### src/rtl/ksa_pkg.sv
// rtl/ksa_pkg.sv - shared slice width, FSM encoding and index-width helper for the wide sequential adder
package ksa_pkg;

  localparam int SLICE_W = 16;

  typedef enum logic [1:0] {
    IDLE = 2'd0,
    RUN  = 2'd1,
    DONE = 2'd2
  } state_e;

  function automatic int clog2(input int n);
    int r;
    r = 0;
    for (int i = 0; i < 31; i++) begin
      if ((1 << i) < n) r = i + 1;
    end
    return r;
  endfunction

endpackage

### src/rtl/ksa_wide_seq_adder_if.sv
// rtl/ksa_wide_seq_adder_if.sv - operand/result valid-ready bundle for the wide sequential adder
interface ksa_wide_seq_adder_if
  import ksa_pkg::*;
#(
  parameter int WORDS = 4
) ();

  localparam int W = SLICE_W * WORDS;

  logic         in_valid;
  logic         in_ready;
  logic [W-1:0] in_a;
  logic [W-1:0] in_b;
  logic         in_cin;
  logic         in_sub;
  logic         out_valid;
  logic         out_ready;
  logic [W-1:0] out_sum;
  logic         out_cout;
  logic         out_ovf;

  modport master (
    output in_valid, in_a, in_b, in_cin, in_sub, out_ready,
    input  in_ready, out_valid, out_sum, out_cout, out_ovf
  );

  modport slave (
    input  in_valid, in_a, in_b, in_cin, in_sub, out_ready,
    output in_ready, out_valid, out_sum, out_cout, out_ovf
  );

endinterface

### src/rtl/ksa16_slice.sv
// rtl/ksa16_slice.sv - combinational 16-bit Kogge-Stone adder slice with carry-in and carry-out
module ksa16_slice
  import ksa_pkg::*;
(
  input  logic [SLICE_W-1:0] a,
  input  logic [SLICE_W-1:0] b,
  input  logic               cin,
  output logic [SLICE_W-1:0] sum,
  output logic               cout
);

  logic [15:0] g0, p0, g1, g2, g3, g4;
  logic [15:2] p1;
  logic [15:4] p2;
  logic [15:8] p3;

  // Carry-in is folded into bit 0's generate so the tree yields carries directly.
  assign p0 = a ^ b;
  assign g0 = {a[15:1] & b[15:1], (a[0] & b[0]) | (p0[0] & cin)};

  for (genvar i = 0; i < 16; i++) begin : g_lvl0
    if (i < 1) begin : g_pass
      assign g1[i] = g0[i];
    end else if (i < 2) begin : g_gray
      assign g1[i] = g0[i] | (p0[i] & g0[i-1]);
    end else begin : g_black
      assign g1[i] = g0[i] | (p0[i] & g0[i-1]);
      assign p1[i] = p0[i] & p0[i-1];
    end
  end

  for (genvar i = 0; i < 16; i++) begin : g_lvl1
    if (i < 2) begin : g_pass
      assign g2[i] = g1[i];
    end else if (i < 4) begin : g_gray
      assign g2[i] = g1[i] | (p1[i] & g1[i-2]);
    end else begin : g_black
      assign g2[i] = g1[i] | (p1[i] & g1[i-2]);
      assign p2[i] = p1[i] & p1[i-2];
    end
  end

  for (genvar i = 0; i < 16; i++) begin : g_lvl2
    if (i < 4) begin : g_pass
      assign g3[i] = g2[i];
    end else if (i < 8) begin : g_gray
      assign g3[i] = g2[i] | (p2[i] & g2[i-4]);
    end else begin : g_black
      assign g3[i] = g2[i] | (p2[i] & g2[i-4]);
      assign p3[i] = p2[i] & p2[i-4];
    end
  end

  for (genvar i = 0; i < 16; i++) begin : g_lvl3
    if (i < 8) begin : g_pass
      assign g4[i] = g3[i];
    end else begin : g_gray
      assign g4[i] = g3[i] | (p3[i] & g3[i-8]);
    end
  end

  assign sum  = p0 ^ {g4[14:0], cin};
  assign cout = g4[15];

endmodule

### src/rtl/ksa_wide_seq_adder.sv
// rtl/ksa_wide_seq_adder.sv - WORDS*16-bit add/sub, one Kogge-Stone slice per cycle, valid/ready in and out
module ksa_wide_seq_adder
  import ksa_pkg::*;
#(
  parameter int WORDS = 4
) (
  input  logic                 clk,
  input  logic                 rst,
  ksa_wide_seq_adder_if.slave  bus
);

  localparam int W     = SLICE_W * WORDS;
  localparam int IDX_W = clog2(WORDS);
  localparam logic [IDX_W-1:0] LAST_IDX = IDX_W'(WORDS - 1);

  state_e             state_q, state_d;
  logic [IDX_W-1:0]   idx_q, idx_d;
  logic               carry_q, carry_d;
  logic [W-1:0]       a_q, a_d;
  logic [W-1:0]       b_q, b_d;
  logic [W-1:0]       sum_q, sum_d;
  logic               msb_a_q, msb_a_d;
  logic               msb_b_q, msb_b_d;
  logic [W-1:0]       out_sum_q, out_sum_d;
  logic               out_cout_q, out_cout_d;
  logic               out_ovf_q, out_ovf_d;

  logic [SLICE_W-1:0] slice_sum;
  logic               slice_cout;

  ksa16_slice u_slice (
    .a    (a_q[SLICE_W-1:0]),
    .b    (b_q[SLICE_W-1:0]),
    .cin  (carry_q),
    .sum  (slice_sum),
    .cout (slice_cout)
  );

  always_comb begin
    state_d    = state_q;
    idx_d      = idx_q;
    carry_d    = carry_q;
    a_d        = a_q;
    b_d        = b_q;
    sum_d      = sum_q;
    msb_a_d    = msb_a_q;
    msb_b_d    = msb_b_q;
    out_sum_d  = out_sum_q;
    out_cout_d = out_cout_q;
    out_ovf_d  = out_ovf_q;

    case (state_q)
      IDLE: begin
        if (bus.in_valid) begin
          a_d     = bus.in_a;
          b_d     = bus.in_sub ? ~bus.in_b : bus.in_b;
          carry_d = bus.in_cin | bus.in_sub;
          msb_a_d = bus.in_a[W-1];
          msb_b_d = b_d[W-1];
          idx_d   = '0;
          state_d = RUN;
        end
      end
      RUN: begin
        a_d     = {{SLICE_W{1'b0}}, a_q[W-1:SLICE_W]};
        b_d     = {{SLICE_W{1'b0}}, b_q[W-1:SLICE_W]};
        sum_d   = {slice_sum, sum_q[W-1:SLICE_W]};
        carry_d = slice_cout;
        idx_d   = idx_q + IDX_W'(1);
        // Result registers only change here, so they hold across the next operation's RUN.
        if (idx_q == LAST_IDX) begin
          state_d    = DONE;
          out_sum_d  = {slice_sum, sum_q[W-1:SLICE_W]};
          out_cout_d = slice_cout;
          out_ovf_d  = (msb_a_q == msb_b_q) & (slice_sum[SLICE_W-1] != msb_a_q);
        end
      end
      DONE: begin
        if (bus.out_ready) state_d = IDLE;
      end
      default: state_d = IDLE;
    endcase
  end

  always_ff @(posedge clk) begin
    if (rst) begin
      state_q    <= IDLE;
      idx_q      <= '0;
      carry_q    <= 1'b0;
      a_q        <= '0;
      b_q        <= '0;
      sum_q      <= '0;
      msb_a_q    <= 1'b0;
      msb_b_q    <= 1'b0;
      out_sum_q  <= '0;
      out_cout_q <= 1'b0;
      out_ovf_q  <= 1'b0;
    end else begin
      state_q    <= state_d;
      idx_q      <= idx_d;
      carry_q    <= carry_d;
      a_q        <= a_d;
      b_q        <= b_d;
      sum_q      <= sum_d;
      msb_a_q    <= msb_a_d;
      msb_b_q    <= msb_b_d;
      out_sum_q  <= out_sum_d;
      out_cout_q <= out_cout_d;
      out_ovf_q  <= out_ovf_d;
    end
  end

  assign bus.in_ready  = (state_q == IDLE);
  assign bus.out_valid = (state_q == DONE);
  assign bus.out_sum   = out_sum_q;
  assign bus.out_cout  = out_cout_q;
  assign bus.out_ovf   = out_ovf_q;

endmodule

### src/flat_wrapper.sv
// flat-port wrapper written by rule: the top's interface ports become plain ports
module ksa_wide_seq_adder_flat import ksa_pkg::*;
#(
  parameter int WORDS = 4
)
  (clk, rst, bus_in_valid, bus_in_a, bus_in_b, bus_in_cin, bus_in_sub, bus_out_ready, bus_in_ready, bus_out_valid, bus_out_sum, bus_out_cout, bus_out_ovf);
  ksa_wide_seq_adder_if #(.WORDS(WORDS)) bus_i ();
  input  logic clk;
  input  logic rst;
  input wire logic [$bits(bus_i.in_valid)-1:0] bus_in_valid;
  input wire logic [$bits(bus_i.in_a)-1:0] bus_in_a;
  input wire logic [$bits(bus_i.in_b)-1:0] bus_in_b;
  input wire logic [$bits(bus_i.in_cin)-1:0] bus_in_cin;
  input wire logic [$bits(bus_i.in_sub)-1:0] bus_in_sub;
  input wire logic [$bits(bus_i.out_ready)-1:0] bus_out_ready;
  output wire logic [$bits(bus_i.in_ready)-1:0] bus_in_ready;
  output wire logic [$bits(bus_i.out_valid)-1:0] bus_out_valid;
  output wire logic [$bits(bus_i.out_sum)-1:0] bus_out_sum;
  output wire logic [$bits(bus_i.out_cout)-1:0] bus_out_cout;
  output wire logic [$bits(bus_i.out_ovf)-1:0] bus_out_ovf;
  assign bus_i.in_valid = bus_in_valid;
  assign bus_i.in_a = bus_in_a;
  assign bus_i.in_b = bus_in_b;
  assign bus_i.in_cin = bus_in_cin;
  assign bus_i.in_sub = bus_in_sub;
  assign bus_i.out_ready = bus_out_ready;
  assign bus_in_ready = bus_i.in_ready;
  assign bus_out_valid = bus_i.out_valid;
  assign bus_out_sum = bus_i.out_sum;
  assign bus_out_cout = bus_i.out_cout;
  assign bus_out_ovf = bus_i.out_ovf;
  ksa_wide_seq_adder #(.WORDS(WORDS)) u_core (.clk(clk), .rst(rst), .bus(bus_i));
endmodule
### config.mk
export PLATFORM = sky130hd
export DESIGN_NAME = ksa_wide_seq_adder_flat
export DESIGN_NICKNAME = d
export VERILOG_FILES = /design/src/rtl/ksa_pkg.sv /design/src/rtl/ksa_wide_seq_adder_if.sv /design/src/rtl/ksa16_slice.sv /design/src/rtl/ksa_wide_seq_adder.sv /design/src/flat_wrapper.sv
export SDC_FILE = /design/constraint.sdc
export NUM_CORES = 1
export LEC_CHECK = 0
export ABC_AREA = 1
export BUFFER_PORTS_ARGS = -buffer_cell sky130_fd_sc_hd__buf_2
export CAP_MARGIN = 40
export CORE_MARGIN = 2
export CORE_UTILIZATION = 50
export CTS_CLUSTER_DIAMETER = 120
export DETAILED_ROUTE_END_ITERATION = 8
export PLACE_DENSITY = 0.82
export SETUP_SLACK_MARGIN = 0.05
export SLEW_MARGIN = 0
export SYNTH_ARGS = -nofsm -noshare
export SYNTH_HDL_FRONTEND = slang
export SYNTH_SLANG_ARGS = --single-unit
### constraint.sdc
create_clock -name clk -period 2 [get_ports clk]
set_clock_uncertainty 0.05 [all_clocks]
set_input_delay 0.1 -clock clk [delete_from_list [all_inputs] [get_ports clk]]
set_output_delay 0.1 -clock clk [all_outputs]
set_load 0.02 [all_outputs]
==> results.cfg, run 1 <==
[run_status]
status = finished, final reports clean

[cells_and_area]
drive_above_1_share = 0.196
antenna_cells = 0
layout.nets = 1895
synthToLayoutAreaGrowth_pct = 35.1
fill_cells = 1522
multi_input_area_um2 = 5140
seqCellArea_um2 = 5000
fin_area_um2 = 14600
finalNonFillerCells = 2039

[placed_design]
gp_congestion = 0.918
io_buffer_count = 201
dpl.hpwl_mm = 19.3
placed_cells = 1857
dp_slack_ns = -0.0882
place_area_um2 = 12100

[clock_tree]
root_buffer = clkbuf_16
clock_sinks = 249
ctsLongestPathBuffers = 3
clk_latency_ns = 0.54
htree_levels = 1
cts_tree = built
numCtsBuffers = 27
clkTransAtPathRegs_ns = 0.06

[floorplanning]
initial_core_util = 0.511
die_x_um = 151
die_area_um2 = 22800
fp.dieH_um = 151
core-area_um2 = 21200
fp-row-count = 53
pin_count = 202

[worst_hold_path]
min_path_type = in -> reg
hp-start = rst

[sta]
fin_tns_setup_ns = 0
tightest_slew_ns = 0.588
rsz0062_at_grt = yes
post-route-min-period_ns = 1.92
setup_viol = 0
hold_viol = 0
relSlewSlack = 0.608
post-route-period-util = 0.962
worst_slack_ns = 0.0753
drv_slew = 0
fmax_mhz = 520

[drt]
first_pass_iters = 7
vias_per_cell = 5.50
drc_errors = 0
drtIter0Drc = 910
wl_per_cell_um = 17.3
antenna_left = 0
wirelength_mm = 35.4
vias = 11200

[synthesis]
synth_fp_nets = 1600
synth_common_cells = nand2_1 (460), dfxtp_1 (249), inv_1 (126), o21ai_0 (98), a21oi_1 (81)
synth_top_area_frac = 0.461
synth_ff_type = dfxtp_1
yosys.area.top_type = dfxtp_1
yosys.cell_count.top_type = nand2_1
yosysSeqAreaShare = 0.461
synth-seq-cells = 249
syn_area_um2 = 10800
synth_edf_count = 0
ys_types = 32
yosysWarningCount = 0
async_reset_ff_frac = 0
synth_area_leaders = dfxtp_1 (46%), nand2_1 (16%), o21ai_0 (4.5%), inv_1 (4.4%), xnor2_1 (4.1%)
syn_area_per_cell_um2 = 7.47
synth_cells = 1448

[critical_path]
cpMaxStageDelayCell = dfxtp_2
path_cells = fa_2 > inv_2 > fa_2 > nand3b_1 > nand2_2 > nand2_2 > nand2_4 > nand3_2 > nand3_1 > nand3_1 > nand2_1 > inv_1
worstPathArrival_ns = 2.30
crit_family = simple AND/OR/NAND/NOR gates
regToRegStartpoint = u_core.b_q[0]
crit_type = reg -> reg
critPathLaunchType = register
worst-path-buf-inv = 2
end_kind = register
slowest_delay_ns = 0.35
startpoint = u_core.b_q[0]
worst_ep_required_time_ns = 2.37
cp_max_fo = 3

[global_route]
grt_pass1_vias = 10800
grt_max_degree = 91
grtUsageTotal = 0.301
antenna_found_initial = 0
grt.overflow.total = 0
grt_pass1_wl_mm = 54.8

[pwr]
total_leakage_power_nw = 6.61
ir_drop_mv = 0.786
fin_total_pwr_mw = 12.7
power.density_nw_per_um2 = 871

[job]
cap_violations = 0
[registers in the layout, summed over array words and instances, names as in the netlist]
name and cells:
u_core.a_q 64, u_core.b_q 64, u_core.bus.out_sum 64, u_core.sum_q 48, u_core.idx_q 2, u_core.state_q 2, u_core.bus.out_cout 1, u_core.bus.out_ovf 1
u_core.carry_q 1, u_core.msb_a_q 1, u_core.msb_b_q 1
[repair_timing]
action / 4_1_cts / 5_1_grt
pin swaps: 4 / 10
buffers inserted: 0 / 2
setup endpoints to repair: 13 / 23
endpoints found under the hold margin: 132 / 0
gates resized for setup: 13 / 40
hold buffers: 130 / 0
[routing by layer]
metal | track usage | share of wire | vias to the layer above
li1 | - | - | 5279
met1 | 0.375 | 0.40 | 5204
met2 | 0.516 | 0.47 | 598
met3 | 0.0506 | 0.085 | 127
met4 | 0.128 | 0.045 | 0
met5 | 0 | 0 | -
[worst register-to-register path, stage by stage, from the launching register on]
cell      delay [ns]
dfxtp_2         0.35
fa_2            0.22
inv_2           0.04
fa_2            0.34
nand3b_1        0.18
nand2_2         0.11
nand2_2         0.08
nand2_4         0.09
nand3_2         0.08
nand3_1         0.10
nand3_1         0.09
nand2_1         0.07
inv_1           0.04
[area by class of cell]
| type | instances | area share |
|---|---|---|
| repair buffers | 362 | 0.184 |
| well taps | 275 | 0.0235 |
| inverters | 131 | 0.0338 |
| multi-input cells | 972 | 0.351 |
| clock buffers | 32 | 0.0509 |
| flip-flops and latches | 249 | 0.342 |
| clock inverters | 18 | 0.0149 |
[path summary, 6_finish.rpt]
| check | end | slack, ns | cells past startpoint |
|---|---|---|---|
| max | u_core.bus.out_sum[58] | 0.08 | 12 |
| min | u_core.bus.out_sum[42] | 0.08 | 3 |
| max reg2reg | u_core.bus.out_sum[58] | 0.08 | 12 |
| min reg2reg | u_core.bus.out_sum[31] | 0.41 | 2 |
[power by group]
part / internal [mW] / switching [mW] / total, mW
clock network: 3.20 / 2.10 / 5.29
logic: 0.846 / 1.14 / 1.99
registers: 5.26 / 0.202 / 5.46
total: 9.30 / 3.44 / 12.7
[through the flow]
stage          hold WS (ns)  utilization
2_1_floorplan         0.199            -
3_3_place_gp          0.305        0.572
3_5_place_dp          0.309        0.574
4_1_cts              0.0535        0.682
5_1_grt              0.0758        0.691
6_report             0.0770        0.691
[placed cells by master (no fill, tap or decap), types with 50 or more instances in the layout]
master	count
a31oi_1	53
nand2_1	448
dlygate4sd3_1	130
buf_2	200
inv_1	124
nor2_1	57
o211ai_1	51
a21oi_1	75
o21ai_0	96
xnor2_1	50
dfxtp_1	240
[cells by family (layout without fill, tap and decap cells)]
logic type | count (synthesis) | after routing | synth area share
AND/OR/NAND/NOR | 551 | 551 | 0.198
AO/OA/AOI/OAI | 332 | 332 | 0.179
flip-flops | 249 | 249 | 0.461
buffers and inverters | 227 | 543 | 0.0826
XOR/XNOR | 71 | 71 | 0.0575
adder cells (fa/ha/maj) | 18 | 18 | 0.0222
Power figures use the tool's default switching activity.
==> inputs of run 2 (changes only) <==
--- a/config.mk
+++ b/config.mk
@@ -6,7 +6,7 @@
 export NUM_CORES = 1
 export LEC_CHECK = 0
 export ABC_AREA = 1
-export BUFFER_PORTS_ARGS = -buffer_cell sky130_fd_sc_hd__buf_2
+export BUFFER_PORTS_ARGS = -buffer_cell sky130_fd_sc_hd__clkbuf_2
 export CAP_MARGIN = 40
 export CORE_MARGIN = 2
 export CORE_UTILIZATION = 50
==> results.cfg, run 2 (same netlist as run 1, synthesis figures left out) <==
[run_status]
status = finished, final reports clean

[global_route]
grt_pass1_wl_mm = 53.9
antenna_found_initial = 1
grt.overflow.total = 0
grt_pass1_vias = 10600
grt_max_degree = 92
grtUsageTotal = 0.296

[drt]
drtIter0Drc = 1012
first_pass_iters = 5
drc_errors = 0
vias_per_cell = 5.47
wl_per_cell_um = 17.4
vias = 11200
wirelength_mm = 35.6
antenna_left = 0

[worst_hold_path]
min_path_type = in -> reg

[critical_path]
worst-path-buf-inv = 1
crit_type = reg -> reg
crit_family = simple AND/OR/NAND/NOR gates
cp_max_fo = 3
end_kind = register
critPathLaunchType = register
timing.critical_path.mode_cell = nand2_2
worst_ep_required_time_ns = 2.35
path_cells = fa_2 > inv_2 > fa_2 > nand3b_1 > nand2_2 > nand2_2 > nand2_4 > nand2_4 > nand2_2 > nand2_2 > nand2_1 > nand2_1 > o21ai_1
slowest_delay_ns = 0.40
cpMaxStageDelayCell = fa_2
worstPathArrival_ns = 2.31

[floorplanning]
pin_count = 202
core-area_um2 = 21200
die_area_um2 = 22800
fp-row-count = 53
die_x_um = 151
initial_core_util = 0.511
fp.dieH_um = 151

[clock_tree]
clkTransAtPathRegs_ns = 0.07
htree_levels = 1
clk_latency_ns = 0.53
cts_tree = built
numCtsBuffers = 25
root_buffer = clkbuf_16
clock_sinks = 249
ctsLongestPathBuffers = 3

[cells_and_area]
drive_above_1_share = 0.193
layout.nets = 1901
layout_common_cells = nand2_1 (440), dfxtp_1 (246), clkbuf_2 (200)
utilization = 0.687
fill_cells = 1537
fin_area_um2 = 14500
final_common_cell = nand2_1
synthToLayoutAreaGrowth_pct = 34.4

[sta]
fmax_mhz = 510
hold_viol = 0
worst_slack_ns = 0.0390
tightest_slew_ns = 0.875
rsz0062_at_grt = yes
setup_viol = 0
post-route-min-period_ns = 1.96
post-route-period-util = 0.981
drv_slew = 0
relSlewSlack = 0.416
fin_tns_setup_ns = 0

[job]
cap_violations = 0

[placed_design]
io_buffer_count = 201
dpl.hpwl_mm = 19.4
dp_slack_ns = -0.0732
gp_congestion = 0.909
place_area_um2 = 12100

[pwr]
fin_total_pwr_mw = 12.0
power.density_nw_per_um2 = 828
total_leakage_power_nw = 6.54
ir_drop_mv = 0.674
-- run 2: cell count changes in the layout (fill, tap and decap cells not counted), sizes merged --
cell	change
bufinv	-3
dlygate4sd3	+1
buf	-195
diode	+1
clkinv	-3
clkinvlp	-3
clkbuf	+205
inv	-2
-- run 2: report_power, final --
group	leakage (nW)	internal, mW	total [mW]	switching, mW
combinational	4.11	0.871	2.04	1.17
sequential	2.04	5.25	5.46	0.203
clock	0.390	2.63	4.55	1.91
total	6.54	8.76	12.0	3.29
-- run 2: tightest hold or removal path: stages --
cell	delay (ns)
clkbuf_2	0.10
nand2_4	0.08
buf_12	0.19
nand2_1	0.08
a21oi_1	0.06
-- run 2: layout make-up --
type	instances	area (µm²)	share of cell area
Timing Repair Buffer	370	2750	0.189
Inverter	131	494	0.0340
Clock inverter	7	66.3	0.00456
Clock buffer	35	723	0.0497
Tap cell	275	344	0.0237
Antenna cell	1	2.50	0.000172
Multi-Input combinational cell	972	5170	0.356
Sequential cell	249	4990	0.343
-- run 2: worst paths after layout --
path / start / endpoint / slack (ns) / cells after the start
worst max-delay path: u_core.b_q[0] / u_core.sum_q[62] / 0.04 / 13
worst min-delay path: bus_in_valid / u_core.msb_a_q / 0.1 / 5
worst max register to register: u_core.b_q[0] / u_core.sum_q[62] / 0.04 / 13
worst min register to register: u_core.bus.out_sum[24] / u_core.bus.out_sum[24] / 0.41 / 2
-- run 2: through the flow --
stage,cells,hold slack [ns]
2_1_floorplan,1448,0.199
3_3_place_gp,1861,0.288
3_5_place_dp,1861,0.291
4_1_cts,2034,0.0902
5_1_grt,2040,0.131
6_report,2040,0.0999
-- run 2: what timing repair did --
action / in CTS / in global routing
gates cloned: 0 / 2
setup buffers: 0 / 3
hold buffers: 131 / 0
hold endpoints to repair: 137 / 0
gates resized for setup: 11 / 48
endpoints found under the setup margin: 14 / 28
pin swaps: 2 / 16
-- run 2: routing by layer --
| layer | wire [µm] | part of all wire | global-route usage | vias to the layer above |
|---|---|---|---|---|
| li1 | - | - | - | 5292 |
| met3 | 2910 | 0.082 | 0.0527 | 138 |
| met2 | 16900 | 0.47 | 0.513 | 634 |
| met4 | 1390 | 0.039 | 0.110 | 0 |
| met1 | 14400 | 0.40 | 0.370 | 5098 |
| met5 | 0 | 0 | 0 | - |
